`config.mk`:
```
export PLATFORM = sky130hd
export DESIGN_NAME = cn_c2v_gen
export DESIGN_NICKNAME = d
export VERILOG_FILES = /design/src/rtl/cn_c2v_gen.sv
export SDC_FILE = /design/constraint.sdc
export NUM_CORES = 1
export LEC_CHECK = 0
export CORE_AREA = 2 2 99 101
export CTS_BUF_LIST = sky130_fd_sc_hd__clkbuf_2 sky130_fd_sc_hd__clkbuf_4 sky130_fd_sc_hd__clkbuf_8
export DETAILED_ROUTE_END_ITERATION = 8
export DIE_AREA = 0 0 101 103
export PLACE_DENSITY = 0.67
export SKIP_LAST_GASP = 1
export SYNTH_ARGS = -nofsm -noshare
export SYNTH_HDL_FRONTEND = slang
export SYNTH_SLANG_ARGS = --single-unit
```
`constraint.sdc`:
```
create_clock -name i_clk -period 2.22 [get_ports i_clk]
set_clock_uncertainty 0.05 [all_clocks]
set_input_delay 0.555 -clock i_clk [delete_from_list [all_inputs] [get_ports i_clk]]
set_output_delay 0.555 -clock i_clk [all_outputs]
set_load 0.01 [all_outputs]
```
`src/rtl/cn_c2v_gen.sv`:
```
// Min-sum check-node c2v generator: row snapshot plus double-buffered v2c sign banks.
// Optional offset-min-sum correction is enabled by defining CN_C2V_OFFSET_EN.
module cn_c2v_gen #(
  parameter int MSG_WIDTH   = 6,
  parameter int COL_CNT_WID = 5,
  parameter int COL_NUM     = 32,
  parameter int OFFSET      = 1
) (
  input  logic                         i_clk,
  input  logic                         i_rst_n,
  input  logic                         i_decode_end,
  input  logic                         i_sign_vld,
  input  logic [COL_CNT_WID-1:0]       i_sign_col,
  input  logic                         i_v2c_sign,
  input  logic                         i_load,
  input  logic [2*(MSG_WIDTH-1)-1:0]   i_v2c_abs,
  input  logic [COL_CNT_WID-1:0]       i_v2c_idx,
  input  logic                         i_v2c_sign_tot,
  input  logic                         i_req,
  input  logic [COL_CNT_WID-1:0]       i_col_cnt,
  output logic [MSG_WIDTH-1:0]         o_c2v,
  output logic                         o_c2v_vld,
  output logic [COL_CNT_WID-1:0]       o_c2v_col,
  output logic                         o_rdy
);

  localparam int ABS_WID = MSG_WIDTH - 1;

`ifdef CN_C2V_OFFSET_EN
  localparam bit OFS_EN = 1'b1;
`else
  localparam bit OFS_EN = 1'b0;
`endif
  // A zero offset reduces the saturating subtract to a pass-through.
  localparam logic [ABS_WID-1:0] OFS_V = OFS_EN ? ABS_WID'(OFFSET) : '0;
  localparam logic [COL_CNT_WID:0] COL_LIM = (COL_CNT_WID+1)'(COL_NUM);

  typedef enum logic {
    EMPTY = 1'b0,
    READY = 1'b1
  } state_t;

  state_t                       r_rdy, rdy_nxt;
  logic [ABS_WID-1:0]           r_min1, r_min2;
  logic [COL_CNT_WID-1:0]       r_idx;
  logic                         r_stot;
  logic                         r_bsel;
  logic [1:0][COL_NUM-1:0]      r_bank, bank_nxt;

  logic                         wr_ok, rd_ok, req_ok, own_sign;
  logic [ABS_WID-1:0]           m_sel, mag;

  assign wr_ok  = i_sign_vld && ({1'b0, i_sign_col} < COL_LIM);
  assign rd_ok  = {1'b0, i_col_cnt} < COL_LIM;
  assign req_ok = i_req && (r_rdy == READY);

  always_ff @(posedge i_clk) begin
    if (!i_rst_n) r_rdy <= EMPTY;
    else          r_rdy <= rdy_nxt;
  end

  always_comb begin
    rdy_nxt = r_rdy;
    if (i_decode_end) rdy_nxt = EMPTY;
    else if (i_load)  rdy_nxt = READY;
  end

  // Same-cycle write lands in the outgoing collection bank; the other bank is wiped on swap.
  always_comb begin
    bank_nxt = r_bank;
    if (wr_ok)  bank_nxt[r_bsel][i_sign_col] = i_v2c_sign;
    if (i_load) bank_nxt[~r_bsel] = '0;
  end

  always_ff @(posedge i_clk) begin
    if (!i_rst_n || i_decode_end) begin
      r_min1 <= '0;
      r_min2 <= '0;
      r_idx  <= '0;
      r_stot <= 1'b0;
      r_bsel <= 1'b0;
      r_bank <= '0;
    end else begin
      r_bank <= bank_nxt;
      if (i_load) begin
        r_min1 <= i_v2c_abs[ABS_WID-1:0];
        r_min2 <= i_v2c_abs[2*ABS_WID-1:ABS_WID];
        r_idx  <= i_v2c_idx;
        r_stot <= i_v2c_sign_tot;
        r_bsel <= ~r_bsel;
      end
    end
  end

  always_comb begin
    m_sel    = (i_col_cnt == r_idx) ? r_min2 : r_min1;
    mag      = (m_sel > OFS_V) ? m_sel - OFS_V : '0;
    own_sign = rd_ok ? r_bank[~r_bsel][i_col_cnt] : 1'b0;
  end

  always_ff @(posedge i_clk) begin
    if (!i_rst_n) begin
      o_c2v     <= '0;
      o_c2v_vld <= 1'b0;
      o_c2v_col <= '0;
    end else if (i_decode_end) begin
      o_c2v_vld <= 1'b0;
    end else begin
      o_c2v_vld <= req_ok;
      if (req_ok) begin
        o_c2v     <= {r_stot ^ own_sign, mag};
        o_c2v_col <= i_col_cnt;
      end
    end
  end

  assign o_rdy = (r_rdy == READY);

endmodule

```
---- Word level (Yosys, flattened, before mapping) ----
Index checks and enable logic that the tools add are counted.
Widths: inputs -> output; s select.
storage, ports and cells
  bits in registers ....................... 94
  output and inout bits ................... 13
  logic and storage cells ................. 49
cells by class
  $lt $le $gt $ge ......................... 8
  equality and inequality tests ........... 1
  multiplexer cells ....................... 15
  bitwise gates (word level) .............. 6
  reductions and logical operators ........ 8
operators with widths
  cell                count
  $mux 32             4
  $mux 64             2
  $and 64x64->64      1
  $bwmux 64           1
  $demux 32 s1        2
  $not 64->64         1
  $lt 5x6->1 const B  2
  $mux 5              2
  $bmux 1 s5          1
  $demux 1 s5         1
  $eq 5x5->1          1
  $ge 5x1->1 const B  1
  $gt 5x1->1 const B  1
  $logic_and 1x1->1   4
  $lt 1x2->1 const B  2
  $not 1->1           3
  $ge 1x1->1 const B  2
  $mux 1              2
  $reduce_and 2->1    1
  $reduce_or 2->1     1
  $logic_not 1->1     1
  $logic_or 1x1->1    1
  $xor 1x1->1         1

---- Logic depth before layout (Yosys ltp) ----
Gate-level depths: netlist of the first run.
  depth after elaboration ................. 10
  gate-level depth with buffers ........... 9
  mapped depth without buffers ............ 6

---- Least setup slack after synthesis of the first run ----
OpenSTA, ideal clock, no wires.
  path type ............................... input to register
  from .................................... input i_col_cnt[1]
  to ...................................... register o_c2v[5]
  library setup time ...................... 74 ps
  arrival ................................. 2274 ps
  path slack .............................. -178 ps
  cell stages on the path ................. 8
  cell sequence ........................... buf_2 > buf_2 > mux4_2 > a22oi_1 > a31oi_1 > or4_4 > a21o_1 > a31oi_1
on the way
  cells in the longest elaborated chain, start to end .. 3
RTL lines
  element                       line  source
  start, declared               20    input logic [COL_CNT_WID-1:0] i_col_cnt,
  $bmux 1 s5                    98    own_sign = rd_ok ? r_bank[~r_bsel][i_col_cnt] : 1'b0;
  $mux 1 (not written as such)  98
  $xor 1x1->1                   111   o_c2v <= {r_stot ^ own_sign, mag};
  end signal, assigned          111
  end, declared                 21    output logic [MSG_WIDTH-1:0] o_c2v,
No other way between the ends. The select of a mux whose other input is x is not followed.
A chain may end at the register's enable or synchronous reset.

---- Worst setup path in the final report of the first run ----
Same ends and word-level chain as after synthesis.

==> run metrics, run 1 <==
Rel. slew slack=61.3%; Setup crit end=o_c2v[5]; Synth Area in Adders=0%; Overall Power=3.29 mW; family with the most delay on the worst path=simple AND/OR/NAND/NOR gates; Slew Limit Fails=0; # nets final=521; Routed Antenna Nets=0; RR Endpoint=o_c2v[5]; Peak VDD IR=0.301 mV; CP startpoint=i_col_cnt[1]; worst endpoint data arrival time=2450 ps; mux contribution to synthesized area=14.5%; sequential share of the synthesized area=46.1%; area grow syn2layout=29.7%; Setup CP Type=in -> reg; Synth Area in Compound Gates=23.9%; initial antenna violation count=0; H-tree Lvls=3; worst path cell trace=clkdlybuf4s15_1 -> buf_6 -> mux4_2 -> o22ai_4 -> nor4_4 -> or4_4 -> a21o_1 -> a31oi_1; first-pass GRT wire length=17000 µm; fin cells=607; leak pwr=1.92 nW; xor and xnor area share after synthesis=1.29%; GRT overflow=0; top cells by count, synth=dfxtp_1, a211oi_1, a21oi_1; Antenna diodes=0; number of port buffers=45; maximum number of pins on one net before global-route repair=33; HP Class=reg -> reg; Post-Route WL=10800 µm; Warnings, synthesis=0; max cap viols=0; vias per cell=5.76; DRC viols=0; die extent in x=101 µm; DR iter-0 viols=218; CTS tree=done; die area=10400 µm²; Critical Path Source Type=input pin; Stages on worst setup path=8; largest family of logic cells by synthesized area=compound AO/OA/AOI/OAI gates; WL/cell=17.7 µm; I/O pin count=46; RePlAce Congestion=0.848; reg-to-reg slack, setup=20 ps; initial core utilization=43.2%; Unique masters post-synth=40; cell count of the worst reg-to-reg path=6; FF+latch count, synth=94; worst path required time=2460 ps; Layout Cell Area excl Fill=5300 µm²; crit path max fanout=7; synthesized area per cell=9.84 µm²; fin worst setup slack=6.30 ps; critical path's largest stage delay=540 ps; Slowest-stage cell, CP=mux4_2; Yosys top cell by area=dfxtp_1; # rows=36; Final period util=99.7%; clk buf depth=2; fraction of post-synthesis cell area in the top cell type by area=46.1%; RSZ-0062 raised after global routing=true; Synth Net Count=448; gr usage total=21.2%; vias in the first global route=3275; Setup WS pre-CTS=-681 ps; Gate Count Post-Synth=415; DR pass1 iterations=4; Placed Cells=588; clock period minus worst slack=2210 ps; clk sink count=94; Area contributors post-synth=dfxtp_1, a211oi_1, a21oi_1, mux2i_1, mux4_2; layout cell share with drive strength beyond 1=18.5%; Post-synth ARST share=0%; simple-gate portion of the synthesized area=10.4%; Main synth FF type=dfxtp_1; core area=9460 µm²; CP endpoint kind=flip-flop; # setup viols final=0; Power Density=620 nW/µm²; Post-synth EDFFs=0; status=finished, final reports clean; Worst Path Buf+Inv=2; DP Area=4980 µm²; final hold violations=0; half-perimeter wire length after placement=7450 µm; clk_lat worst skew=360 ps; top-count cell post-synth=dfxtp_1; cts bufs inserted=9; die height=103 µm; Least-Margin Pin Slew=579 ps; Fmax=452 MHz; RR Startpoint=r_bsel; clock root cell=clkbuf_8; CTS clk-pin slew, worst paths=90 ps; vias=3499; Syn Std Cell Area=4090 µm²
worst min-delay path by stage:
stage          startpoint   endpoint  cells past startpoint
2_1_floorplan   r_min2[0]  r_min2[0]                      2
6_report            o_rdy      o_rdy                      2
4_1_cts             o_rdy      o_rdy                      2
3_3_place_gp        o_rdy      o_rdy                      2
5_1_grt             o_rdy      o_rdy                      2
3_5_place_dp        o_rdy      o_rdy                      2
power by group:
group	total, mW	internal, mW	switching [mW]
Combinational	0.363	0.179	0.184
Sequential	1.71	1.70	0.0122
Clock	1.21	0.640	0.569
Total	3.29	2.52	0.765
kinds of logic (layout without fill, tap and decap cells):
family                 after synthesis  after routing
multiplexers                        43             43
XOR/XNOR                             6              6
AND/OR/NAND/NOR                     84             84
AO/OA/AOI/OAI                      150            150
flip-flops                          94             94
buffers and inverters               38            116
area by class of cell:
| class | instances | area, µm² |
|---|---|---|
| timing repair buffer | 97 | 930 |
| inverter | 3 | 11.3 |
| multi-input combinational | 283 | 2110 |
| clock buffer | 13 | 179 |
| clock inverter | 3 | 40.0 |
| fill | 857 | 4160 |
| sequential | 94 | 1890 |
| tap | 114 | 143 |
layout by cell type, fill, tap and decap left out, types with 5 or more instances in the layout:
cell,netlist,layout
nor3_1,6,6
nor2b_1,10,10
buf_12,0,6
mux4_2,10,10
o211a_1,5,5
clkbuf_8,0,13
a21oi_1,65,65
clkdlybuf4s50_1,0,43
nor2_1,34,34
a211oi_1,65,65
dfxtp_1,94,93
buf_4,1,42
nand2_1,10,10
mux2i_1,28,28
worst register-to-register path: cells and delay by family (launching register included):
family	cells	cell delay, ps
mux	1	520
flops	1	410
compound gates	4	620
simple gates	1	550
stage by stage:
stage	setup TNS, ps	util, %	hold slack [ps]
6_report	0	56.0	439
5_1_grt	-57.3	56.0	451
4_1_cts	0	55.6	438
3_5_place_dp	-1660	52.7	424
3_3_place_gp	-1470	52.7	424
2_1_floorplan	-32.7	-	410
sequential cells by signal, indices dropped and copies added, names as in the netlist:
signal,cells
o_c2v_col,5
r_min1,5
o_rdy,1
r_idx,5
r_stot,1
r_bsel,1
r_bank,64
o_c2v_vld,1
r_min2,5
o_c2v,6
layer usage:
layer  track usage, %  wire length, µm  vias up
met5                0                0        -
met4             8.32              113        0
met3             3.46              746        9
met2             33.6             5060      120
met1             29.2             4840     1654
li1                 -                -     1716
repair_timing:
action                     4_1_cts  5_1_grt
pin swaps                        5        5
buffers inserted                 3        0
cloned                           0        0
hold buffers                     0        0
setup endpoints to repair        1        1
gates resized for setup         11        7
Power figures use the tool's default switching activity.
==> inputs of run 2 (changes only) <==
Settings changed: CORE_AREA 2 2 99 101 to 2 2 92 94, DIE_AREA 0 0 101 103 to 0 0 94 96, PLACE_DENSITY 0.67 to 0.76.
==> run metrics, run 2 (synthesis gave the netlist of run 1 again) <==
leak pwr=1.87 nW; max cap viols=0; most frequent cell on the critical path=a31oi_1; CTS tree=done; # setup viols final=0; crit path max fanout=5; RSZ-0062 raised after global routing=true; initial core utilization=50.7%; Slowest-stage cell, CP=or4_4; Post-Route WL=10200 µm; CTS clk-pin slew, worst paths=90 ps; Fmax=460 MHz; worst endpoint data arrival time=2420 ps; core area=8050 µm²; Setup CP Type=reg -> reg; Gate power share=10.5%; layout cell share with drive strength beyond 1=17.4%; half-perimeter wire length after placement=7270 µm; # nets final=517; area grow syn2layout=25.9%; Int Pwr=2.41 mW; gr usage total=24.1%; DP Area=4910 µm²; vias in the first global route=3346; max reg flops=64; cts bufs inserted=9; worst hold slack=442 ps; DR iter-0 viols=248; Final period util=97.9%; Least-Margin Pin Slew=494 ps; hold buffer count at CTS=0; worst path cell trace=mux4_2 -> a22oi_2 -> a31oi_1 -> or4_4 -> a21o_1 -> a31oi_1; first-pass GRT wire length=16900 µm; I/O pin count=46; clk sink count=94; Layout Cell Area excl Fill=5140 µm²; status=finished, final reports clean; die height=96 µm; RePlAce Congestion=0.922; P_sw=0.804 mW; Routed Antenna Nets=0; clk buf depth=2; CP endpoint kind=flip-flop; vias=3497; DRC viols=0; sequential fraction of design power=53.3%; final setup TNS=0 ps; clock network power share=36.2%; vias per cell=5.89; HP Class=reg -> reg; # rows=33; Power Density=625 nW/µm²; maximum number of pins on one net before global-route repair=33; critical path's largest stage delay=540 ps; worst path required time=2460 ps; Critical Path Source Type=flip-flop; final hold violations=0; Peak VDD IR=0.259 mV; most frequent cells in the layout=dfxtp_1, a21oi_1, a211oi_1; family with the most delay on the worst path=compound AO/OA/AOI/OAI gates; die extent in x=94 µm; number of port buffers=45; Regs by FF count=r_bank x64, o_c2v x6; Antenna diodes=0; largest reg by FF count=r_bank; GRT overflow=0; initial antenna violation count=0; H-tree Lvls=3; Worst Path Buf+Inv=0; DR pass1 iterations=5; clock period minus worst slack=2170 ps; clk_lat worst skew=370 ps; WL/cell=17.3 µm; sw frac=25.0%; die area=9020 µm²; Rel. slew slack=66.2%; clock root cell=clkbuf_8; Slew Limit Fails=0; commonest non-fill, non-tap cell in the layout=dfxtp_1
[run 2: path summary, 6_finish.rpt]
kind | from | end | slack, ps | cells after the start
hold / removal | o_rdy | o_rdy | 440 | 2
hold reg to reg | o_rdy | o_rdy | 440 | 2
setup reg to reg | r_bsel | o_c2v[5] | 50 | 6
setup / recovery | r_bsel | o_c2v[5] | 50 | 6
[run 2: cell type report]
class | instances | area [µm²]
clock buffers | 10 | 131
clock inverters | 6 | 68.8
fillers | 666 | 2910
inverters | 3 | 11.3
multi-input cells | 283 | 2070
flip-flops and latches | 94 | 1890
well taps | 105 | 131
repair buffers | 93 | 848
[run 2: worst min-delay path: cells and delay by family (launching register included)]
family           cells  cell delay, ps
flip-flops           1             330
AND/OR/NAND/NOR      2             120
[run 2: metal layers]
layer | vias to the layer above | track usage [%] | wire [µm]
li1 | 1706 | - | -
met1 | 1666 | 31.5 | 4590
met2 | 111 | 40.7 | 4860
met3 | 14 | 4.46 | 639
met4 | 0 | 7.73 | 154
met5 | - | 0 | 0
[run 2: per-stage QoR]
stage,util (%),power [mW],cells,setup WS [ps]
after floorplan,-,1.93,415,-32.7
after global placement,61.0,2.08,577,-582
after detailed placement,61.0,2.09,577,-628
after CTS,63.6,3.22,593,6.43
after global routing,63.9,3.34,594,-65.0
final,63.9,3.22,594,47.1
[run 2: power by group through the flow]
| stage | clock [mW] | sequential (mW) | combinational, mW |
|---|---|---|---|
| 3_5_place_dp | 0 | 1.75 | 0.332 |
| 3_3_place_gp | 0 | 1.75 | 0.326 |
| 4_1_cts | 1.17 | 1.71 | 0.335 |
| 2_1_floorplan | 0 | 1.75 | 0.176 |
| 5_1_grt | 1.25 | 1.72 | 0.367 |
| 6_report | 1.16 | 1.71 | 0.338 |
[run 2: repair_timing]
item                       CTS  global route
setup endpoints to repair    1             1
setup buffers                0             1
pin swaps                    5             5
resized for setup            7             3
cloned                       0             0
==> inputs of run 3 (changes only) <==
Settings changed: PLACE_DENSITY 0.76 to unset, PLACE_DENSITY_LB_ADDON set to 0.05, SKIP_CTS_REPAIR_TIMING set to 1, SLEW_MARGIN set to 20.
==> run metrics, run 3 (synthesis gave the netlist of run 1 again) <==
half-perimeter wire length after placement=7290 µm; initial core utilization=50.7%; max reg flops=64; # rows=33; # setup viols final=0; # nets final=525; Overall Power=3.35 mW; Post-Route WL=10700 µm; most frequent cells in the layout=dfxtp_1, a21oi_1, a211oi_1; core area=8050 µm²; vias per cell=5.79; Rel. slew slack=64.1%; critical path's largest stage delay=520 ps; GRT overflow=0; DRC viols=0; Final period util=98.8%; Fmax=456 MHz; Setup CP Type=reg -> reg; clock period minus worst slack=2190 ps; Setup WS pre-CTS=-635 ps; vias in the first global route=3243; maximum number of pins on one net before global-route repair=33; H-tree Lvls=3; die height=96 µm; WL/cell=17.7 µm; worst path cell trace=buf_12 -> mux4_2 -> a22oi_2 -> a31oi_1 -> or4_4 -> a21o_1 -> a31oi_1; number of port buffers=45; CTS tree=done; RSZ-0062 raised after global routing=true; fin worst setup slack=27.7 ps; CTS clk-pin slew, worst paths=90 ps; leak pwr=1.93 nW; RR Startpoint=r_bsel; RePlAce Congestion=0.852; layout cell share with drive strength beyond 1=18.1%; Least-Margin Pin Slew=536 ps; most frequent cell on the critical path=a31oi_1; Peak VDD IR=0.404 mV; status=finished, final reports clean; HP Class=reg -> reg; first-pass GRT wire length=16800 µm; worst endpoint data arrival time=2430 ps; initial antenna violation count=0; vias=3483; worst path required time=2460 ps; commonest non-fill, non-tap cell in the layout=dfxtp_1; Critical Path Source Type=flip-flop; post-layout util=65.1%; Slew Limit Fails=0; gr usage total=24.3%; die extent in x=94 µm; clk_lat worst skew=360 ps; I/O pin count=46; clock root cell=clkbuf_8; largest reg by FF count=r_bank; Layout Cell Area excl Fill=5240 µm²; die area=9020 µm²; Power Density=639 nW/µm²; hold wc startpoint=o_rdy; final hold violations=0; clk buf depth=2; crit path max fanout=7; Slowest-stage cell, CP=or4_4; CP endpoint kind=flip-flop; CP startpoint=r_bsel; max cap viols=0; DR pass1 iterations=4; clk sink count=94; Routed Antenna Nets=0; cts bufs inserted=9; Antenna diodes=0; worst hold slack=448 ps; area grow syn2layout=28.2%; Fill cells=682; DR iter-0 viols=206; Regs by FF count=r_bank x64, o_c2v x6; DP Area=4940 µm²
## run 3: path summary, 6_finish.rpt
check	cells after the start	endpoint	slack (ps)
setup / recovery	7	o_c2v[5]	30
hold / removal	2	o_rdy	450
setup reg to reg	7	o_c2v[5]	30
hold reg to reg	2	o_rdy	450
## run 3: metrics by stage
step / setup TNS, ps / std cells
3_5_place_dp: -2550 / 581
2_1_floorplan: -32.7 / 415
4_1_cts: -305 / 597
3_3_place_gp: -2300 / 581
6_report: 0 / 602
5_1_grt: -66.6 / 602
## run 3: where the power goes
group | switching [mW] | total (mW) | internal, mW
Combinational | 0.181 | 0.357 | 0.177
Sequential | 0.0103 | 1.71 | 1.70
Clock | 0.604 | 1.27 | 0.671
Total | 0.796 | 3.35 | 2.55
## run 3: per-layer routing
metal	up-vias	wire, µm	GRT usage [%]
li1	1724	-	-
met1	1660	4900	33.6
met2	85	5030	39.5
met3	14	555	4.31
met4	0	167	7.00
met5	-	0	0
## run 3: final cells by class
type	count	area (µm²)	area share [%]
inverters	3	11.3	0.215
repair buffers	101	931	17.8
well taps	105	131	2.51
clock inverters	6	92.6	1.77
clock buffers	10	138	2.63
flip-flops and latches	94	1880	36.0
multi-input cells	283	2050	39.2
## run 3: worst max-delay path, delay by kind of cell, from the launching register on
family                 cells  cell delay, ps
AO/OA/AOI/OAI              4             590
buffers and inverters      1             120
AND/OR/NAND/NOR            1             520
multiplexers               1             500
flip-flops                 1             360
